===== src/rtl/fsl_echo_responder.sv =====
// rtl/fsl_echo_responder.sv - FSL loopback peer: buffers a packet, echoes it back, then appends a status trailer
// Optional build macro FSL_ECHO_PKTCNT_EN adds the pkt_count output and its counter.
module fsl_echo_responder #(
   parameter int DEPTH = 16,
   parameter int AW    = 4
) (
   input  logic        gclk,
   input  logic        reset,
   input  logic        fsl_in_write,
   input  logic [31:0] fsl_in_data,
   input  logic        fsl_in_control,
   output logic        fsl_in_full,
   output logic        fsl_out_exists,
   output logic [31:0] fsl_out_data,
   output logic        fsl_out_control,
   input  logic        fsl_out_read
`ifdef FSL_ECHO_PKTCNT_EN
   ,
   output logic [7:0]  pkt_count
`endif
);

   localparam logic [1:0] ST_RX       = 2'd0;
   localparam logic [1:0] ST_TX_DATA  = 2'd1;
   localparam logic [1:0] ST_TX_TRAIL = 2'd2;

   // wr_ptr needs one extra bit so it can reach DEPTH ("buffer full")
   localparam logic [AW:0] DEPTH_W = (AW+1)'(DEPTH);
   localparam logic [AW:0] ONE_W   = (AW+1)'(1);

   logic [1:0]    state_q, state_d;
   logic [AW:0]   wr_ptr_q, wr_ptr_d;
   logic [AW-1:0] rd_ptr_q, rd_ptr_d;
   logic [7:0]    cnt_q, cnt_d;
   logic [15:0]   sum_q, sum_d;
   logic          ovf_q, ovf_d;
   logic          mem_we;
   logic          trailer_pop;
   logic [31:0]   mem_q [DEPTH];

   // Output stream is a pure function of registered state, so data stays stable while unpopped
   always_comb begin
      fsl_in_full     = 1'b0;
      fsl_out_exists  = 1'b0;
      fsl_out_data    = 32'd0;
      fsl_out_control = 1'b0;
      case (state_q)
         ST_TX_DATA: begin
            fsl_in_full    = 1'b1;
            fsl_out_exists = 1'b1;
            fsl_out_data   = mem_q[rd_ptr_q];
         end
         ST_TX_TRAIL: begin
            fsl_in_full     = 1'b1;
            fsl_out_exists  = 1'b1;
            fsl_out_control = 1'b1;
            fsl_out_data    = {ovf_q, 7'd0, cnt_q, sum_q};
         end
         default: ;
      endcase
   end

   // Next-state logic: collect packet in RX, replay it in TX_DATA, emit trailer in TX_TRAIL
   always_comb begin
      state_d     = state_q;
      wr_ptr_d    = wr_ptr_q;
      rd_ptr_d    = rd_ptr_q;
      cnt_d       = cnt_q;
      sum_d       = sum_q;
      ovf_d       = ovf_q;
      mem_we      = 1'b0;
      trailer_pop = 1'b0;
      case (state_q)
         ST_RX: begin
            if (fsl_in_write) begin
               // Words past the buffer end are still counted and summed, only their storage is skipped
               if (wr_ptr_q < DEPTH_W) begin
                  mem_we   = 1'b1;
                  wr_ptr_d = wr_ptr_q + ONE_W;
               end else begin
                  ovf_d = 1'b1;
               end
               cnt_d = (cnt_q == 8'hFF) ? cnt_q : cnt_q + 8'd1;
               sum_d = sum_q + fsl_in_data[15:0];
               if (fsl_in_control) begin
                  state_d  = ST_TX_DATA;
                  rd_ptr_d = '0;
               end
            end
         end
         ST_TX_DATA: begin
            if (fsl_out_read) begin
               rd_ptr_d = rd_ptr_q + 1'b1;
               if ({1'b0, rd_ptr_q} == (wr_ptr_q - ONE_W)) begin
                  state_d = ST_TX_TRAIL;
               end
            end
         end
         ST_TX_TRAIL: begin
            if (fsl_out_read) begin
               trailer_pop = 1'b1;
               state_d     = ST_RX;
               wr_ptr_d    = '0;
               rd_ptr_d    = '0;
               cnt_d       = 8'd0;
               sum_d       = 16'd0;
               ovf_d       = 1'b0;
            end
         end
         default: state_d = ST_RX;
      endcase
   end

   // Control registers with synchronous reset that overrides everything
   always_ff @(posedge gclk) begin
      if (reset) begin
         state_q  <= ST_RX;
         wr_ptr_q <= '0;
         rd_ptr_q <= '0;
         cnt_q    <= 8'd0;
         sum_q    <= 16'd0;
         ovf_q    <= 1'b0;
      end else begin
         state_q  <= state_d;
         wr_ptr_q <= wr_ptr_d;
         rd_ptr_q <= rd_ptr_d;
         cnt_q    <= cnt_d;
         sum_q    <= sum_d;
         ovf_q    <= ovf_d;
      end
   end

   // Packet buffer storage; contents need no reset since pointers gate every read
   always_ff @(posedge gclk) begin
      if (mem_we && !reset) begin
         mem_q[wr_ptr_q[AW-1:0]] <= fsl_in_data;
      end
   end

`ifdef FSL_ECHO_PKTCNT_EN
   logic [7:0] pkt_count_q, pkt_count_d;

   // Completed-packet counter, bumped when the trailer is consumed, wraps naturally
   always_comb begin
      pkt_count_d = pkt_count_q;
      if (trailer_pop) begin
         pkt_count_d = pkt_count_q + 8'd1;
      end
   end

   // Counter register
   always_ff @(posedge gclk) begin
      if (reset) begin
         pkt_count_q <= 8'd0;
      end else begin
         pkt_count_q <= pkt_count_d;
      end
   end

   assign pkt_count = pkt_count_q;
`else
   logic unused_trailer_pop;
   assign unused_trailer_pop = trailer_pop;
`endif

endmodule

===== config.mk =====
export PLATFORM = sky130hd
export DESIGN_NAME = fsl_echo_responder
export DESIGN_NICKNAME = d
export VERILOG_FILES = /design/src/rtl/fsl_echo_responder.sv
export SDC_FILE = /design/constraint.sdc
export NUM_CORES = 1
export LEC_CHECK = 0
export CORE_MARGIN = 2
export CORE_UTILIZATION = 34
export CTS_CLUSTER_DIAMETER = 120
export CTS_CLUSTER_SIZE = 14
export DETAILED_ROUTE_END_ITERATION = 8
export HOLD_SLACK_MARGIN = 0.05
export PLACE_DENSITY = 0.56
export SLEW_MARGIN = 20
export SYNTH_ARGS = -nofsm -noshare
export SYNTH_HDL_FRONTEND = slang
export SYNTH_SLANG_ARGS = --single-unit

===== constraint.sdc =====
create_clock -name gclk -period 9.7 [get_ports gclk]
set_input_delay 2.425 -clock gclk [delete_from_list [all_inputs] [get_ports gclk]]
set_output_delay 2.425 -clock gclk [all_outputs]
set_load 0.01 [all_outputs]

### After elaboration in Yosys (flattened, before gate mapping)

Memories as Yosys holds them, arrays and structs flattened. A register that Yosys moved wholly into a read port is not among the register bits.
Cells that the tools add are included.

| word-level totals | value |
|---|---|
| bits in registers | 36 |
| bits in writable memories | 512 |
| memories | 1 |

| operators by class | value |
|---|---|
| add/sub/neg operators | 5 |
| magnitude comparators | 1 |
| equal/unequal tests | 12 |
| multiplexer cells | 36 |
| reduce and logical (&&, ||, !) cells | 12 |

Memories:

| memory | depth | bits a word | rd ports | clocked after memory_dff | wr ports | line | source |
|---|---|---|---|---|---|---|---|
| mem_q | 16 | 32 | 1 | 1 | 1 | 39 | `logic [31:0] mem_q [DEPTH];` |

Operator list:

| kind | number |
|---|---|
| one-hot mux 32 bit (2 select lines) | 1 |
| 2-to-1 mux 16 bit | 2 |
| one-hot mux 16 bit (2 select lines) | 1 |
| 2-to-1 mux 4 bit | 6 |
| 2-to-1 mux 8 bit | 3 |
| adder 16 bit | 1 |
| != test 2 bit, second input constant | 8 |
| one-hot mux 8 bit (2 select lines) | 1 |
| 2-to-1 mux 5 bit | 3 |
| one-hot mux 4 bit (3 select lines) | 1 |
| AND reduction 4 bit | 3 |
| 2-to-1 mux 1 bit | 10 |
| 2-to-1 mux 2 bit | 5 |
| one-hot mux 5 bit (2 select lines) | 1 |
| AND reduction 5 bit | 2 |
| adder 8 x 1 -> 8 bit, second input constant | 1 |
| == test 8 bit, second input constant | 1 |
| one-hot mux 2 bit (3 select lines) | 1 |
| adder 5 x 1 -> 5 bit, second input constant | 1 |
| == test 4 x 5 -> 1 bit | 1 |
| < comparator 5 bit, second input constant | 1 |
| subtractor 5 x 1 -> 5 bit, second input constant | 1 |
| adder 4 x 1 -> 4 bit, second input constant | 1 |
| AND reduction 3 bit | 1 |
| 9 further kinds | 9 |

### Longest topological paths before layout

Gate-level depths: netlist of the first run.

| logic depth | value |
|---|---|
| depth in word-level cells | 7 |
| mapped depth | 10 |
| mapped depth without buffers | 9 |

### Worst setup path before layout of the first run

No wires, ideal clock.

| timing | value |
|---|---|
| path kind | input port to flip-flop |
| start | input port fsl_in_write |
| end | memory mem_q[0][0], enable pin |
| arrival | 5.191 ns |
| slack | 4.048 ns |
| stages | 4 |
| path buffers | 0 |
| cells stage by stage | inv_1 > nor3b_1 > nand2_1 > nor3_1 |

| on the way | value |
|---|---|
| word-level cells in the longest chain between the ends | 5 |

Ends and longest elaborated chain:

| element | line | source |
|---|---|---|
| from (decl) | 9 | `input logic fsl_in_write,` |
| 2-to-1 mux 1 bit | 75 | `if (fsl_in_write) begin` |
| 2-to-1 mux 1 bit | 73 | `case (state_q)` |
| logical AND 1 bit | 135 | `if (mem_we && !reset) begin` |
| 2-to-1 mux 1 bit | 135 |  |
| 2-to-1 mux 1 bit (not written as such) | 136 | `mem_q[wr_ptr_q[AW-1:0]] <= fsl_in_data;` |
| to (decl) | 39 |  |

Every way passes these cells.

==> results of run 1 <==
## placed cells by master (no fill, tap or decap), drive strengths merged, types with 3 or more instances in the layout
master and n:
nand4 4, a32o 26, o21a 4, a211oi 6
edfxtp 512, mux4 160, nand2 22, ha 25
nand2b 5, nor3b 3, o21ai 14, nor2 44
xor2 9, dfxtp 40, xnor2 12, clkdlybuf4s50 71
a21o 8, and3 8, nand3 11, or3 4
clkbuf 70, a211o 3, nor3 9, a21oi 25
inv 8, a22oi 7, nor2b 4, buf 29
a22o 6
## final cells by class
type / count / area, sq um
clock buffers: 70 / 1220
well taps: 855 / 1070
repair buffers: 100 / 941
clock inverters: 4 / 50.0
multi-input cells: 441 / 5650
flip-flops and latches: 552 / 16200
inverters: 6 / 22.5
fillers: 5779 / 39100
diodes: 1 / 2.50
## power by group through the flow
stage / Sequential [mW] / Combinational (mW) / Clock, mW
floorplan: 2.72 / 0.452 / 0
global placement: 2.76 / 0.587 / 0
detailed placement: 2.76 / 0.593 / 0
CTS: 2.70 / 0.596 / 1.71
global route: 2.71 / 0.638 / 1.80
finish: 2.70 / 0.588 / 1.67
## worst max-delay path, stage by stage (launching register included)
cell             delay (ns)
dfxtp_4                0.92
buf_4                  0.68
mux4_2                 0.60
mux4_2                 0.49
a32o_1                 0.35
clkdlybuf4s50_1        0.51
## sequential cells by signal, indices dropped and copies added (netlist names), named ones only
signal    cells
rd_ptr_q      4
mem_q       512
cnt_q         8
sum_q        16
state_q       2
ovf_q         1
wr_ptr_q      5
## per-stage QoR
step / cell area, sq um / instances / total power, mW / utilization (%) / hold WS (ns)
final: 25100 / 2029 / 4.96 / 39.1 / 0.482
after global placement: 23900 / 1954 / 3.34 / 37.2 / 0.461
after floorplan: 22000 / 1054 / 3.17 / - / 0.449
after detailed placement: 23900 / 1954 / 3.35 / 37.2 / 0.473
after CTS: 25100 / 2028 / 5.02 / 39.1 / 0.483
after global routing: 25100 / 2028 / 5.15 / 39.1 / 0.515
## how the worst min path moves through the flow
stage / cells after the start / slack [ns] / endpoint / from
3_5_place_dp: 2 / 0.47 / ovf_q / ovf_q
6_report: 2 / 0.48 / ovf_q / ovf_q
3_3_place_gp: 2 / 0.46 / ovf_q / ovf_q
5_1_grt: 2 / 0.52 / ovf_q / ovf_q
4_1_cts: 2 / 0.48 / ovf_q / ovf_q
2_1_floorplan: 2 / 0.45 / sum_q[15] / sum_q[15]
## cells by family after synthesis
| family | count (synthesis) | synth area share, % |
|---|---|---|
| xor gates and xnor gates | 21 | 0.835 |
| buffers and inverters | 61 | 1.41 |
| DFF | 552 | 73.5 |
| muxes | 161 | 16.4 |
| AOI/OAI and AO/OA | 112 | 3.75 |
| and+or+nand+nor | 121 | 2.63 |
| adders and majority gates | 26 | 1.51 |
## per-layer routing
metal / track usage, % / vias up
met5: 0 / -
met2: 27.2 / 282
met1: 22.2 / 5910
li1: - / 4609
met3: 2.88 / 69
met4: 3.29 / 8
==> summary.md, run 1 <==
| Metric | Value |
|---|---|
| Core area | 64200 sq um |
| Critical Path Sink Type | output pin |
| Worst path arrival time | about 4.2 ns |
| Setup violations, final | 0 |
| #FFs+latches synth | approximately 550 |
| Switching Power | 1.16 mW |
| Iteration-0 DRC Markers | 877 |
| Routability Congestion | 0.779 |
| Count leader, synth | edfxtp_1 |
| Sink Count | between 500 and 600 |
| Largest net degree at the start of global routing | 66 |
| CP Max Fanout | 42 |
| CTS tree | done |
| Internal cell power | 3.80 mW |
| Syn Inst Count | 1054 |
| DIE AREA | 66800 sq um |
| Final net count | about 1.2k |
| Grt total ovfl | 0 |
| Reg power frac | 54.4% |
| Drt first pass iters | 5 |
| CTS max path bufs | 3 |
| Worst-Margin Slew | 1.05 ns |
| Wire per inst | 26.5 microns |
| Synth cell count leaders | 512 x edfxtp_1, 160 x mux4_2, 44 x nor2_1 |
| Capturing point of the worst reg2reg path | mem_q[0][18] |
| Main synth FF type | edfxtp_1 |
| Placement-stage worst setup slack | around 3.5 ns |
| Yosys Warn Count | 0 |
| Syn-to-layout area delta | 14.2% |
| Row Count | 93 |
| Reg2Reg Depth | 7 |
| Drt drc | 0 |
| Period utilization | 68.5% |
| Peak VDD IR | 127 uV |
| Routed WL | 53700 microns |
| Asr flop ratio synth | 0% |
| Status | finished, final reports clean |
| Avg Cell Area, Syn | 20.9 sq um |
| Setup TNS | 0 ns |
| Hold Buf Count CTS | 0 |
| Vias in the first global route | 11.1k |
| Die width | between 200 and 300 microns |
| RSZ-0062 raised after global routing | no |
| WS Path Type | flip-flop to output pin |
| Layout cell share with drive strength beyond 1 | between 20% and 30% |
| Final hold vios | 0 |
| Post-synth EDFFs | 512 |
| Max-Cap Viols | 0 |
| Critical Path Start Type | flip-flop |
| Worst hold path class | flip-flop to flip-flop |
| Reg2reg setup slack | between 6 and 7 ns |
| Via count | 10.9k |
| Initial antenna violation count | 5 |
| Post-Synthesis Cell Area | 22000 sq um |
| TritonCTS Buffers | 45 |
| Clk pwr share | 33.7% |
| Crit path to | fsl_out_data[9] |
| GRT Util Overall | 16.2% |
| Worst-path clk slew | 0.07 ns |
| PostCTS Resize Cnt | 0 |
| Post-CTS Setup Inserts | 0 |
| Worst slew margin | between 20 and 30% |
| Slew Limit Fails | 0 |
| First-pass GRT wire length | just under 80000 microns |
| H-tree Lvls | 2 |
| Reg2reg start | state_q[1] |
| Port buffer count | roughly 70 |
| Final worst slack | about 3 ns |
| Tmin final | 6.64 ns |
| Syn Nets | approximately 1.1k |
| Setup Skew | between 0.01 and 0.015 ns |
| Pwr dens | 197 nW/um^2 |
| Fmax | ~150 MHz |
| I/O Pins | 72 |
| DPL Wire Length | 29000 microns |
| Leakage power total | 7.61 nW |
| Switching portion of total power | 23.4% |
| Antenna viol nets, final | 0 |
| Critical path required time | 7.28 ns |
| Gate power share | approximately an eighth |
| CTS Root Cell | clkbuf_16 |
| Synth area leaders | edfxtp_1 70%, mux4_2 16%, dfxtp_1 3.6%, ha_1 1.4%, a32o_1 1.2% |
| Met3 wire len | 2810 microns |
| Clock Latency Late Sink | 0.57 ns |
| Sequential share of the synthesized area | between 70% and 80% |
| Die height | 259 microns |
| Synth area leader | edfxtp_1 |
| Post-synth top area share | 69.8% |
| Wl on met1 | about 23000 microns |
| Drt via density | 5.36 |
| Max Used Layer | met5 |
| DR WL met2 | about 27000 microns |
| Cell variety after synth | 50 |
| Starting density of the core | 34.3% |
No activity file was read; power rests on OpenSTA's default activity.
==> inputs of run 2 (changes only) <==
Clock period 9.7 ns to 6.75 ns, I/O delays scaled along.
==> run 2 against run 1 <==
Compared with the run above:
- wire length is 0.74% lower
- register-to-register slack got worse by 2.7 ns
- critical path depth stayed put
- power rose by 44%
- worst setup slack lost 1.7 ns
- sequential power up 43%
- die area stayed put
- combinational power rose by 49%
- clock power rose by 44%
- clock skew increased by 0.010 ns
- largest cell class unchanged
==> summary.md, run 2 (synthesized netlist as in run 1, its figures left out) <==
| Metric | Value |
|---|---|
| Critical path required time | 5.06 ns (was 7.28 ns) |
| Worst hold path endpoint | sum_q[15] (was ovf_q) |
| Final net count | 1209 (unchanged) |
| Critical Path Sink Type | output pin (unchanged) |
| Layout cell share with drive strength beyond 1 | 22.5% (was 22.3%) |
| Most used routing layer | met2 (unchanged) |
| Wire per inst | 26.4 microns (was 26.5 microns) |
| Drt first pass iters | 5 (unchanged) |
| First-pass GRT wire length | 77800 microns (was 78500 microns) |
| CP Max Fanout | 54 (was 42) |
| Status | finished, final reports clean (unchanged) |
| Worst-path clk slew | 0.08 ns (was 0.07 ns) |
| Period utilization | 80.3% |
| Hold Buf Count CTS | 0 (unchanged) |
| Hold slack | 0.496 ns (was 0.482 ns) |
| Die height | 259 microns (unchanged) |
| Switching Power | 1.67 mW (was 1.16 mW) |
| Largest net degree at the start of global routing | 55 (was 66) |
| Iteration-0 DRC Markers | 1111 (was 877) |
| RSZ-0062 raised after global routing | no (unchanged) |
| Pwr dens | 285 nW/um^2 (was 197 nW/um^2) |
| Setup Skew | 0.0221 ns (was 0.0117 ns) |
| Setup violations, final | 0 (unchanged) |
| PostCTS Resize Cnt | 0 (unchanged) |
| Post-CTS Setup Inserts | 0 (unchanged) |
| Commonest non-fill, non-tap cells in the layout | 512 x edfxtp_1, 160 x mux4_2, 71 x clkdlybuf4s50_1 (unchanged) |
| Tmin final | about 5.4 ns |
| Grt met2 use | 25.5% (was 27.2%) |
| Worst hold path class | flip-flop to flip-flop (unchanged) |
| Port buffer count | 71 (unchanged) |
| Leading cell type in the layout, fill and taps excluded | edfxtp_1 (unchanged) |
| Drt via density | 5.36 (about the same) |
| Worst slew margin | 26.7% (was 29.7%) |
| Final hold vios | 0 (unchanged) |
| CTS max path bufs | 3 (unchanged) |
| Placement-stage worst setup slack | 1.79 ns (was 3.55 ns) |
| Met1 usage in global routing | 22.3% (was 22.2%) |
| GRT met3 Usage | 3.83% (was 2.88%) |
| Max-Cap Viols | 0 (unchanged) |
| Slew Limit Fails | 0 (unchanged) |
| Leakage power total | 7.62 nW (was 7.61 nW) |
| TritonCTS Buffers | 45 (unchanged) |
| Design area | 25200 sq um (was 25100 sq um) |
| Sink Count | 552 (unchanged) |
| Reg power frac | 54.1% (was 54.4%) |
| Gate power share | 12.2% (was 11.9%) |
| Hold_sp | sum_q[15] (was ovf_q) |
| Starting density of the core | 34.3% (unchanged) |
| Antenna viol nets, final | 0 (unchanged) |
| Hold Path Depth | 2 (unchanged) |
| Syn-to-layout area delta | 14.3% (was 14.2%) |
| Max reg flops | 512 (unchanged) |
| I/O Pins | 72 (unchanged) |
| Core area | 64200 sq um (unchanged) |
| Via count | 10.8k (was 10.9k) |
| Reg2Reg Depth | 7 (unchanged) |
| Fmax | around 180 MHz |
| WS Path Type | flip-flop to output pin (unchanged) |
| Post-Place Cell Area | 23900 sq um (about the same) |
| Internal cell power | 5.49 mW (was 3.80 mW) |
| Initial antenna violation count | 5 (unchanged) |
| Drt drc | 0 (unchanged) |
| Die width | 259 microns (unchanged) |
| Capturing point of the worst reg2reg path | mem_q[15][9] (was mem_q[0][18]) |
| Row Count | 93 (unchanged) |
| Peak VDD IR | 162 uV (was 127 uV) |
| Grt total ovfl | 0 (unchanged) |
| Reg2reg setup slack | 3.34 ns (was 6.01 ns) |
| CTS Root Cell | clkbuf_16 (unchanged) |
| Clock Latency Late Sink | 0.58 ns (was 0.57 ns) |
| Reg2reg start | state_q[1] (unchanged) |
| Routed WL | 53300 microns (was 53700 microns) |
| Setup TNS | 0 ns (unchanged) |
| Critical Path Start Type | flip-flop (unchanged) |
| H-tree Lvls | 2 (unchanged) |
| DPL Wire Length | 29600 microns (was 29000 microns) |
| Final worst slack | 1.33 ns (was 3.06 ns) |
| GRT Util Overall | 16.1% (was 16.2%) |
| Clk pwr share | 33.7% (about the same) |
| # diodes | 0 (was 1) |
| Worst path arrival time | 3.74 ns (was 4.22 ns) |
| Filler cells | 5756 (was 5779) |
| Worst-Margin Slew | 1.10 ns (was 1.05 ns) |
| CTS tree | done (unchanged) |
| Routability Congestion | 0.781 (was 0.779) |
| DIE AREA | 66800 sq um (unchanged) |
| Switching portion of total power | 23.3% (was 23.4%) |
| Vias in the first global route | 11.1k (about the same) |
==> run 2: changes by cell type in the layout (fill, tap and decap cells not counted) <==
cell and change:
buf_12 +3, buf_4 -3, clkbuf_1 -8, clkbuf_16 +2, clkinv_8 -2, diode_2 -1
==> run 2: area by class of cell <==
| type | instances | area (sq um) | share of cell area [%] |
|---|---|---|---|
| tap | 855 | 1070 | 4.25 |
| sequential | 552 | 16200 | 64.3 |
| timing repair buffer | 100 | 978 | 3.89 |
| inverter | 6 | 22.5 | 0.0895 |
| clock buffer | 64 | 1240 | 4.93 |
| multi-input combinational | 441 | 5650 | 22.4 |
| clock inverter | 2 | 17.5 | 0.0696 |
==> run 2: worst max-delay path, stage by stage, from the launching register on <==
cell and delay (ns):
dfxtp_4 0.70, buf_12 0.44, mux4_2 0.57, mux4_2 0.53, a32o_1 0.34, clkdlybuf4s50_1 0.50
==> run 2: power by group through the flow <==
stage	Combinational (mW)	Clock (mW)	Sequential, mW
2_1_floorplan	0.650	0	3.91
3_3_place_gp	0.879	0	3.95
3_5_place_dp	0.888	0	3.95
4_1_cts	0.889	2.48	3.87
5_1_grt	0.955	2.60	3.88
6_report	0.877	2.41	3.87
==> run 2: through the flow <==
stage               total power [mW]  cells  util [%]
finish                          7.16   2020      39.2
global route                    7.43   2020      39.2
CTS                             7.24   2020      39.2
floorplan                       4.56   1054         -
detailed placement              4.84   1954      37.2
global placement                4.83   1954      37.2
==> run 2: routing by layer <==
layer / vias up / wire length (microns)
met5: - / 22
li1: 4595 / -
met1: 5797 / 23000
met2: 355 / 25400
met3: 76 / 3650
met4: 4 / 1330
==> run 2: how the worst max path moves through the flow <==
stage / startpoint / endpoint / slack, ns / depth (start not counted)
2_1_floorplan: fsl_in_write / mem_q[0][0] / 1.84 / 4
3_3_place_gp: fsl_in_data[0] / sum_q[14] / 1.80 / 10
3_5_place_dp: fsl_in_data[0] / sum_q[14] / 1.79 / 10
4_1_cts: flip-flop / fsl_out_data[20] / 1.25 / 5
5_1_grt: flip-flop / fsl_out_data[20] / 1.15 / 5
6_report: flip-flop / fsl_out_data[20] / 1.33 / 5
